--- src/rtl/tpu_pkg.sv ---
// ----------------------------------------------------------------------------
// tpu_pkg
// Shared definitions for the systolic array datapath and its neighbours.
//   DATA_W : lane width, Q8.8 signed fixed point
//   row_t  : one deskewed result row, two lanes packed {lane1, lane2}
//   relu   : clamps a negative lane to zero, used when SYSTOLIC_DRAIN_RELU_EN
//            is defined
// ----------------------------------------------------------------------------
package tpu_pkg;

    localparam int DATA_W = 16;

    typedef struct packed {
        logic [DATA_W-1:0] lane1;
        logic [DATA_W-1:0] lane2;
    } row_t;

    // A set sign bit means the Q8.8 value is negative, so the lane goes to zero.
    function automatic logic [DATA_W-1:0] relu(input logic [DATA_W-1:0] x);
        return x[DATA_W-1] ? {DATA_W{1'b0}} : x;
    endfunction

endpackage

--- src/rtl/systolic_drain_if.sv ---
// ----------------------------------------------------------------------------
// systolic_drain_if
// Bundles the array-side column buses, the consumer-side row handshake and
// the drain status flags.
//   in_data_1/in_valid_1 : column-1 psum and valid from the array
//   in_data_2/in_valid_2 : column-2 psum and valid, one cycle behind column 1
//   out_data_1/2         : head row lanes
//   out_valid/out_ready  : head row handshake toward the next stage
//   count/full/empty     : FIFO occupancy
//   overflow/skew_err    : sticky error flags
// Modports: master = array plus consumer side, slave = the drain itself.
// ----------------------------------------------------------------------------
interface systolic_drain_if
    import tpu_pkg::*;
#(
    parameter int DEPTH = 4
);

    localparam int CNT_W = $clog2(DEPTH + 1);

    logic [DATA_W-1:0] in_data_1;
    logic              in_valid_1;
    logic [DATA_W-1:0] in_data_2;
    logic              in_valid_2;
    logic [DATA_W-1:0] out_data_1;
    logic [DATA_W-1:0] out_data_2;
    logic              out_valid;
    logic              out_ready;
    logic [CNT_W-1:0]  count;
    logic              full;
    logic              empty;
    logic              overflow;
    logic              skew_err;

    modport master (
        output in_data_1, in_valid_1, in_data_2, in_valid_2, out_ready,
        input  out_data_1, out_data_2, out_valid, count, full, empty,
               overflow, skew_err
    );

    modport slave (
        input  in_data_1, in_valid_1, in_data_2, in_valid_2, out_ready,
        output out_data_1, out_data_2, out_valid, count, full, empty,
               overflow, skew_err
    );

endinterface

--- src/rtl/systolic_drain_fifo.sv ---
// ----------------------------------------------------------------------------
// drain_fifo
// Row FIFO of DEPTH entries (power of two, >= 2) for deskewed result rows.
//   clk, rst  : clock, asynchronous active-low reset
//   clr       : synchronous flush, wins over push and pop
//   i_push    : write request; dropped when full unless a pop happens too
//   i_row     : row to write
//   i_pop     : consumer accepts head; ignored when empty
//   o_head    : head row, or the last popped row while empty
//   o_count   : rows stored
//   o_full    : count == DEPTH
//   o_empty   : count == 0
// ----------------------------------------------------------------------------
module drain_fifo
    import tpu_pkg::*;
#(
    parameter int DEPTH = 4
) (
    input  logic                       clk,
    input  logic                       rst,
    input  logic                       clr,
    input  logic                       i_push,
    input  row_t                       i_row,
    input  logic                       i_pop,
    output row_t                       o_head,
    output logic [$clog2(DEPTH+1)-1:0] o_count,
    output logic                       o_full,
    output logic                       o_empty
);

    localparam int PTR_W = $clog2(DEPTH);
    localparam int CNT_W = $clog2(DEPTH + 1);

    row_t             r_mem [DEPTH];
    row_t             r_last;
    logic [PTR_W-1:0] r_wr_ptr;
    logic [PTR_W-1:0] r_rd_ptr;
    logic [CNT_W-1:0] r_count;

    logic             w_do_pop;
    logic             w_do_push;

    // A pop frees a slot in the same cycle, so a full FIFO still takes a push
    // alongside a pop.
    assign w_do_pop  = i_pop && (r_count != '0);
    assign w_do_push = i_push && ((r_count != CNT_W'(DEPTH)) || w_do_pop);

    // Pointers are exactly PTR_W bits wide, so they wrap modulo DEPTH on
    // their own. r_last keeps the most recently popped row so the head
    // output holds steady once the FIFO drains.
    always_ff @(posedge clk or negedge rst) begin
        if (!rst) begin
            r_wr_ptr <= '0;
            r_rd_ptr <= '0;
            r_count  <= '0;
            r_last   <= '0;
            for (int i = 0; i < DEPTH; i++) begin
                r_mem[i] <= '0;
            end
        end else if (clr) begin
            r_wr_ptr <= '0;
            r_rd_ptr <= '0;
            r_count  <= '0;
        end else begin
            if (w_do_push) begin
                r_mem[r_wr_ptr] <= i_row;
                r_wr_ptr        <= r_wr_ptr + PTR_W'(1);
            end
            if (w_do_pop) begin
                r_last   <= r_mem[r_rd_ptr];
                r_rd_ptr <= r_rd_ptr + PTR_W'(1);
            end
            case ({w_do_push, w_do_pop})
                2'b10:   r_count <= r_count + CNT_W'(1);
                2'b01:   r_count <= r_count - CNT_W'(1);
                default: r_count <= r_count;
            endcase
        end
    end

    assign o_head  = (r_count != '0) ? r_mem[r_rd_ptr] : r_last;
    assign o_count = r_count;
    assign o_full  = (r_count == CNT_W'(DEPTH));
    assign o_empty = (r_count == '0);

endmodule

--- src/rtl/systolic_drain.sv ---
// ----------------------------------------------------------------------------
// systolic_drain
// Downstream neighbour of the 2x2 systolic array. It re-aligns the two
// bottom-row column outputs (column 2 lags column 1 by one cycle) into a
// single row, buffers rows in drain_fifo and offers them over valid/ready.
// The array cannot stall, so a row arriving at a full FIFO is dropped and
// flagged instead of back-pressured.
//   clk, rst : clock, asynchronous active-low reset
//   clr      : synchronous flush of FIFO, pending column-1 value and flags
//   bus      : systolic_drain_if.slave (column inputs, row output, status)
// Optional: define SYSTOLIC_DRAIN_RELU_EN to clamp negative lanes to zero
// before they are stored. This adds no latency.
// ----------------------------------------------------------------------------
module systolic_drain
    import tpu_pkg::*;
#(
    parameter int DEPTH = 4
) (
    input  logic             clk,
    input  logic             rst,
    input  logic             clr,
    systolic_drain_if.slave  bus
);

    localparam int CNT_W = $clog2(DEPTH + 1);

    logic [DATA_W-1:0] r_hold;
    logic              r_pend;
    logic              r_overflow;
    logic              r_skew_err;

    logic              w_row_ok;
    logic              w_pair_err;
    logic              w_drop;
    logic              w_full;
    logic              w_empty;
    logic [CNT_W-1:0]  w_count;
    row_t              w_row;
    row_t              w_head;

    // A row is complete when column 2 shows up exactly one cycle after
    // column 1. Either half arriving without its partner is a pairing fault.
    assign w_row_ok   = bus.in_valid_2 && r_pend;
    assign w_pair_err = bus.in_valid_2 != r_pend;

    // Full implies non-empty, so the only thing that can save the row is the
    // consumer taking the head in the same cycle.
    assign w_drop     = w_row_ok && w_full && !bus.out_ready;

`ifdef SYSTOLIC_DRAIN_RELU_EN
    assign w_row.lane1 = relu(r_hold);
    assign w_row.lane2 = relu(bus.in_data_2);
`else
    assign w_row.lane1 = r_hold;
    assign w_row.lane2 = bus.in_data_2;
`endif

    // Skew stage: column 1 is captured every cycle and waits one cycle for
    // its column-2 partner. The sticky flags latch faults until clr or reset.
    always_ff @(posedge clk or negedge rst) begin
        if (!rst) begin
            r_hold     <= '0;
            r_pend     <= 1'b0;
            r_overflow <= 1'b0;
            r_skew_err <= 1'b0;
        end else begin
            r_hold <= bus.in_data_1;
            if (clr) begin
                r_pend     <= 1'b0;
                r_overflow <= 1'b0;
                r_skew_err <= 1'b0;
            end else begin
                r_pend     <= bus.in_valid_1;
                r_overflow <= r_overflow || w_drop;
                r_skew_err <= r_skew_err || w_pair_err;
            end
        end
    end

    drain_fifo #(
        .DEPTH (DEPTH)
    ) u_fifo (
        .clk     (clk),
        .rst     (rst),
        .clr     (clr),
        .i_push  (w_row_ok),
        .i_row   (w_row),
        .i_pop   (bus.out_ready),
        .o_head  (w_head),
        .o_count (w_count),
        .o_full  (w_full),
        .o_empty (w_empty)
    );

    assign bus.out_data_1 = w_head.lane1;
    assign bus.out_data_2 = w_head.lane2;
    assign bus.out_valid  = !w_empty;
    assign bus.count      = w_count;
    assign bus.full       = w_full;
    assign bus.empty      = w_empty;
    assign bus.overflow   = r_overflow;
    assign bus.skew_err   = r_skew_err;

endmodule

--- src/flat_wrapper.sv ---
// flat-port wrapper written by rule: the top's interface ports become plain ports
module systolic_drain_flat import tpu_pkg::*;
#(
    parameter int DEPTH = 4
)
  (clk, rst, clr, bus_in_data_1, bus_in_valid_1, bus_in_data_2, bus_in_valid_2, bus_out_ready, bus_out_data_1, bus_out_data_2, bus_out_valid, bus_count, bus_full, bus_empty, bus_overflow, bus_skew_err);
  systolic_drain_if #(.DEPTH(DEPTH)) bus_i ();
  input  logic clk;
  input  logic rst;
  input  logic clr;
  input wire logic [$bits(bus_i.in_data_1)-1:0] bus_in_data_1;
  input wire logic [$bits(bus_i.in_valid_1)-1:0] bus_in_valid_1;
  input wire logic [$bits(bus_i.in_data_2)-1:0] bus_in_data_2;
  input wire logic [$bits(bus_i.in_valid_2)-1:0] bus_in_valid_2;
  input wire logic [$bits(bus_i.out_ready)-1:0] bus_out_ready;
  output wire logic [$bits(bus_i.out_data_1)-1:0] bus_out_data_1;
  output wire logic [$bits(bus_i.out_data_2)-1:0] bus_out_data_2;
  output wire logic [$bits(bus_i.out_valid)-1:0] bus_out_valid;
  output wire logic [$bits(bus_i.count)-1:0] bus_count;
  output wire logic [$bits(bus_i.full)-1:0] bus_full;
  output wire logic [$bits(bus_i.empty)-1:0] bus_empty;
  output wire logic [$bits(bus_i.overflow)-1:0] bus_overflow;
  output wire logic [$bits(bus_i.skew_err)-1:0] bus_skew_err;
  assign bus_i.in_data_1 = bus_in_data_1;
  assign bus_i.in_valid_1 = bus_in_valid_1;
  assign bus_i.in_data_2 = bus_in_data_2;
  assign bus_i.in_valid_2 = bus_in_valid_2;
  assign bus_i.out_ready = bus_out_ready;
  assign bus_out_data_1 = bus_i.out_data_1;
  assign bus_out_data_2 = bus_i.out_data_2;
  assign bus_out_valid = bus_i.out_valid;
  assign bus_count = bus_i.count;
  assign bus_full = bus_i.full;
  assign bus_empty = bus_i.empty;
  assign bus_overflow = bus_i.overflow;
  assign bus_skew_err = bus_i.skew_err;
  systolic_drain #(.DEPTH(DEPTH)) u_core (.clk(clk), .rst(rst), .clr(clr), .bus(bus_i));
endmodule
--- config.mk ---
export PLATFORM = sky130hd
export DESIGN_NAME = systolic_drain_flat
export DESIGN_NICKNAME = d
export VERILOG_FILES = /design/src/rtl/tpu_pkg.sv /design/src/rtl/systolic_drain_if.sv /design/src/rtl/systolic_drain_fifo.sv /design/src/rtl/systolic_drain.sv /design/src/flat_wrapper.sv
export SDC_FILE = /design/constraint.sdc
export NUM_CORES = 1
export LEC_CHECK = 0
export ABC_AREA = 1
export BUFFER_PORTS_ARGS = -buffer_cell sky130_fd_sc_hd__clkbuf_2
export CORE_MARGIN = 2
export CORE_UTILIZATION = 53
export DETAILED_ROUTE_END_ITERATION = 8
export PLACE_DENSITY = 0.75
export SYNTH_ARGS = -nofsm -noshare
export SYNTH_HDL_FRONTEND = slang
export SYNTH_SLANG_ARGS = --single-unit
--- constraint.sdc ---
create_clock -name clk -period 1.6 [get_ports clk]
set_input_delay 0.16 -clock clk [delete_from_list [all_inputs] [get_ports clk]]
set_output_delay 0.16 -clock clk [all_outputs]
set_load 0.05 [all_outputs]
# Word-level counts from Yosys, hierarchy flattened
# Index checks and enable logic that the tools add are counted.
# W data, S select, Z words.
# totals
input_bits	38
wordCells	66
out_inout_bits	40
reg_bits	186
# op_classes
add_sub_neg	4
n_lt_le_gt_ge	3
n_bitwise	3
reduce_logical	18
eq_ne	5
muxes	16
# op_table
cell	count
$bwmux W128	1
$mux W32	4
$bmux W32 S2	1
$demux W32 S2	1
$mux W2	4
$ge A3 B3 Y1 const B	2
$logic_and A1 B1 Y1	6
$not A2 Y3	2
$pmux W3 S2	1
$reduce_bool A3 Y1	2
$add A2 B1 Y2 const B	2
$reduce_and A2 Y1	2
$reduce_bool A2 Y1	2
$add A3 B1 Y3 const B	1
$eq A3 B3 Y1 const B	1
$logic_not A3 Y1	1
$logic_or A1 B1 Y1	3
$lt A3 B1 Y1 const B	1
$mux W1	3
$mux W3	1
$ne A3 B3 Y1 const B	1
$sub A3 B1 Y3 const B	1
$eq A2 B1 Y1 const B	1
$eq A2 B2 Y1 const B	1
3 further kinds	4

# Depth between registers and ports, before layout
# logic_depth
depth_word	7
mapped_depth	12
ltp_nobuf	12

# Hierarchy
# From an unflattened synthesis, not the netlist that was laid out.
# unflattened
hier_cells	886
area_unflattened_um2	8446.9
# by_module_without_submodules
module	area_per_inst_um2	seq_area_each_um2	cells_per_inst	n_inst
drain_fifo	7913.8	4179.0	857	1
systolic_drain	533.0	475.5	29	1

# Least setup slack after synthesis
# OpenSTA, ideal clock, no wires.
# synth_path
kind	register to output
startpoint	register u_core.u_fifo.r_count[2], in the netlist u_core.u_fifo.o_count[2]
endpoint	output bus_out_data_1[6]
path_slack_ns	-1.330
stages_incl_launch_ff	7
t_arrival_ns	2.770
path_cell_list	dfrtp_1 -> inv_1 -> nand2_1 -> inv_2 -> buf_6 -> buf_2 -> o21ai_0
# synth_via
elab_chain_len	2
# synth_rtl
item	line	rtl
from (decl)	systolic_drain_fifo.sv:38	logic [CNT_W-1:0] r_count;
from (signal assigned)	systolic_drain_fifo.sv:74	2'b10: r_count <= r_count + CNT_W'(1);
from (signal assigned)	systolic_drain_fifo.sv:75	2'b01: r_count <= r_count - CNT_W'(1);
from (signal assigned)	systolic_drain_fifo.sv:76	default: r_count <= r_count;
$reduce_bool A3 Y1	systolic_drain_fifo.sv:81	assign o_head = (r_count != '0) ? r_mem[r_rd_ptr] : r_last;
$mux W32	systolic_drain_fifo.sv:81	
to (decl)	flat_wrapper.sv:16	output wire logic [$bits(bus_i.out_data_1)-1:0] bus_out_data_1;
# No other way between the ends.

# Final worst setup path
# layout_path
startpoint	register u_core.u_fifo.r_rd_ptr[0]
endpoint	output bus_out_data_2[1]
# layout_via
elab_chain_len	5
# layout_rtl
item	line	rtl
from (decl)	systolic_drain_fifo.sv:37	logic [PTR_W-1:0] r_rd_ptr;
from (signal assigned)	systolic_drain_fifo.sv:71	r_rd_ptr <= r_rd_ptr + PTR_W'(1);
$not A2 Y3 (implied by the code)	systolic_drain_fifo.sv:81	
$bmux W32 S2	systolic_drain_fifo.sv:81	
$mux W32 (implied by the code) (2 in a row)	systolic_drain_fifo.sv:81	
$mux W32	systolic_drain_fifo.sv:81	
to (decl)	flat_wrapper.sv:17	output wire logic [$bits(bus_i.out_data_2)-1:0] bus_out_data_2;
# No other way between the ends. The select of a mux whose other input is x is not followed.

==> metrics.csv <==
metric,value,unit
Clk pwr share,0.180,
R2R depth,13,
height of the die,128,um
CP max stage cell,dfrtp_2,
hold endpoint,u_core.r_pend$_DFF_PN0_,
DRT iter0 DRCs,1164,
number of synthesized register bits,186,
Worst-Margin Slew,0.438,ns
DRT Wirelength,30600,um
initial antenna violation count,0,
CTS tree,built,
"Req. time, crit path",1.44,ns
reg-to-reg endpoint,u_core.u_fifo.o_count[2]$_DFFE_PN0P_,
fin crit share,1.33,
Switching Fraction,0.427,
total global-route track usage,0.252,
# clock sinks,186,
syn nets,927,
RSZ-0062 raised after global routing,yes,
Port Buffers,77,
"Clk Latency, worst-skew pair",0.45,ns
core area,15100,um2
Pwr Density,1930,nW/um2
worst reg2reg setup slack,-0.25,ns
Congestion Overflow GR,0,
GRT busiest layer,met2,
cell accounting for the most synthesized area,dfrtp_1,
Yosys cell types,28,
max-cap violation count,0,
Hold Path Class,input pin to register,
leakage,5.74,nW
Worst Path Max Fanout,10,
GP Congestion,0.808,
CP peak stage delay,0.47,ns
Top Ports,78,
ANT cells,0,
Worst VDD drop,2.06,mV
routing usage on met1,0.335,
cell area after synthesis,8140,um2
Worst Setup Start Kind,register,
Hold Fails Final Rpt,0,
synth warn,0,
Hold Startpoint,clr,
"critical path, cell by cell",buf_4 -> clkbuf_16 -> nor2_1 -> o22a_1 -> o21ai_4 -> buf_8,
hold-critical path depth,2,
clk slew on worst S/H paths,0.07,ns
Max Fclk,470,MHz
failing checks,negative setup slack,
die footprint,16400,um2
initial core utilization,0.539,
Critical Path Sink Type,output port,
met3 usage,0.0501,
WL/cell,24.3,um
largest net degree at the start of global routing,53,
ranking of synthesized cells by area,"dfrtp_1 (57%), o21ai_0 (11%), nand2_1 (9.5%), o21ai_1 (4.2%), o22a_1 (3.4%)",
first-pass GRT wire length,32300,um
synthesized instance count,883,
final setup fails,112,
Final Max Slew Viols,0,
routing usage on met2,0.416,
"commonest non-fill, non-tap cell in the layout",dfrtp_1,
fin nets,1102,
via count,8156,
"Core Util, Final",0.818,
Die Width,128,um
Clock Skew,0.0145,ns
crit path DAT,1.97,ns
drc violations,0,
ratio of cells with drive above 1 in the final layout,0.404,
Int Pwr,13.6,mW
"Area growth, synth to finish",51.8,%
Row Count,45,
vias in the first global route,6523,
Final WS setup,-0.526,ns
DP Wirelength,11500,um
NetSw,10.2,mW
Antenna Nets Post-Route,0,
Logic pwr share,0.560,
critical register-to-register path startpoint,u_core.u_fifo.o_count[0]$_DFFE_PN0P_,
total power,23.8,mW
sequential share of power,0.260,
clk buf depth,2,
max_slew headroom,0.708,
Num CTS Buffers,17,
post-synthesis average cell area,9.21,um2
critical path class,register to output port,
number of H-tree levels,4,
register area share after synthesis,0.572,
vias per cell,6.48,
Initial DRT Pass Iterations,8,
most frequent cells in the layout,"dfrtp_1 (181), nand2_1 (125), o21ai_1 (114)",
crit path time final,2.13,ns
outcome,"finished, violations left",
post-synth top area share,0.572,
Clock Tree Root,clkbuf_16,
per-layer routing:
layer	vias up	wire length, um
li1	3302	-
met1	3959	10800
met5	-	0
met2	669	14200
met3	226	3350
met4	0	2250
cell type report:
class / count / area (um2)
Timing Repair Buffer: 208 / 2740
Tap cell: 188 / 235
Clock inverter: 9 / 86.3
Inverter: 45 / 186
Multi-Input combinational cell: 600 / 3960
Fill cell: 721 / 2740
Sequential cell: 186 / 4660
Clock buffer: 23 / 488
critical path, delay by kind of cell (launching register included):
kind                   cells  cell delay [ns]
buffers and inverters      3             0.51
DFF                        1             0.47
AOI/OAI and AO/OA          2             0.36
and+or+nand+nor            1             0.19
state kept, by name (all words and copies together) (netlist names):
name	count
u_core.bus.overflow	1
u_core.bus.skew_err	1
u_core.r_hold	16
u_core.r_pend	1
u_core.u_fifo.o_count	3
u_core.u_fifo.r_last	32
u_core.u_fifo.r_mem	128
u_core.u_fifo.r_rd_ptr	2
u_core.u_fifo.r_wr_ptr	2
cells by family (layout without fill, tap and decap cells):
kind of cell	Yosys count	in the layout	share of synthesized area
AO/OA/AOI/OAI	297	297	0.203
flip-flops	186	186	0.572
AND/OR/NAND/NOR	293	297	0.144
adder cells (fa/ha/maj)	6	6	0.0102
buffers and inverters	101	285	0.0706
Yosys cell counts:
library cell	instances
a21oi_1	1
a21oi_2	1
buf_2	17
buf_4	6
buf_6	20
clkbuf_1	12
clkbuf_2	1
dfrtp_1	186
fa_1	1
ha_1	5
inv_1	42
inv_2	3
nand2_1	205
nand2_2	1
nand2_4	5
nand3_1	2
nand3_2	1
nand4_1	1
nor2_1	74
nor2_2	1
nor2_8	1
nor3_1	1
o21a_1	1
o21ai_0	183
o21ai_1	69
o21ai_2	10
o22a_1	32
or2_2	1
power groups by stage:
stage / logic (mW) / clock network (mW) / registers [mW]
3_3_place_gp: 9.92 / 0 / 6.04
5_1_grt: 13.9 / 4.48 / 6.25
2_1_floorplan: 7.12 / 0 / 6.13
4_1_cts: 11.6 / 4.15 / 6.00
6_report: 13.3 / 4.29 / 6.19
3_5_place_dp: 10.1 / 0 / 6.07
how the worst max path moves through the flow:
| stage | from | to | slack (ns) | cells after the start |
|---|---|---|---|---|
| 3_5_place_dp | u_core.u_fifo.o_count[0]$_DFFE_PN0P_ | u_core.u_fifo.o_count[2]$_DFFE_PN0P_ | -0.09 | 12 |
| 2_1_floorplan | u_core.u_fifo.o_count[0]$_DFFE_PN0P_ | u_core.u_fifo.o_count[2]$_DFFE_PN0P_ | -0.33 | 12 |
| 3_3_place_gp | u_core.u_fifo.o_count[0]$_DFFE_PN0P_ | u_core.u_fifo.o_count[2]$_DFFE_PN0P_ | -0.05 | 12 |
| 5_1_grt | u_core.u_fifo.r_rd_ptr[0]$_DFFE_PN0P_ | bus_out_data_2[1] | -0.55 | 6 |
| 6_report | u_core.u_fifo.r_rd_ptr[0]$_DFFE_PN0P_ | bus_out_data_2[1] | -0.53 | 6 |
| 4_1_cts | u_core.u_fifo.r_rd_ptr[0]$_DFFE_PN0P_ | bus_out_data_2[15] | -0.46 | 6 |
what timing repair did:
item,in CTS,in global routing
buffers inserted,2,18
pin swaps,7,33
gates resized for setup,85,299
cloned,3,42
setup endpoints to repair,36,195
endpoints found under the hold margin,132,0
hold buffers,19,0
stage by stage:
step	hold WS [ns]	instance area, um2	TNS, ns	setup WS (ns)	instances
after global placement	0.0997	9570	-0.334	-0.0464	1146
after global routing	0.0310	12300	-23.89	-0.553	1259
after CTS	0.00668	10700	-13.53	-0.456	1202
after detailed placement	0.106	9570	-0.870	-0.0877	1146
after floorplan	-0.136	8630	-5.24	-0.332	883
final	0.0193	12300	-16.96	-0.526	1259
(Power assumes the default switching activity.)
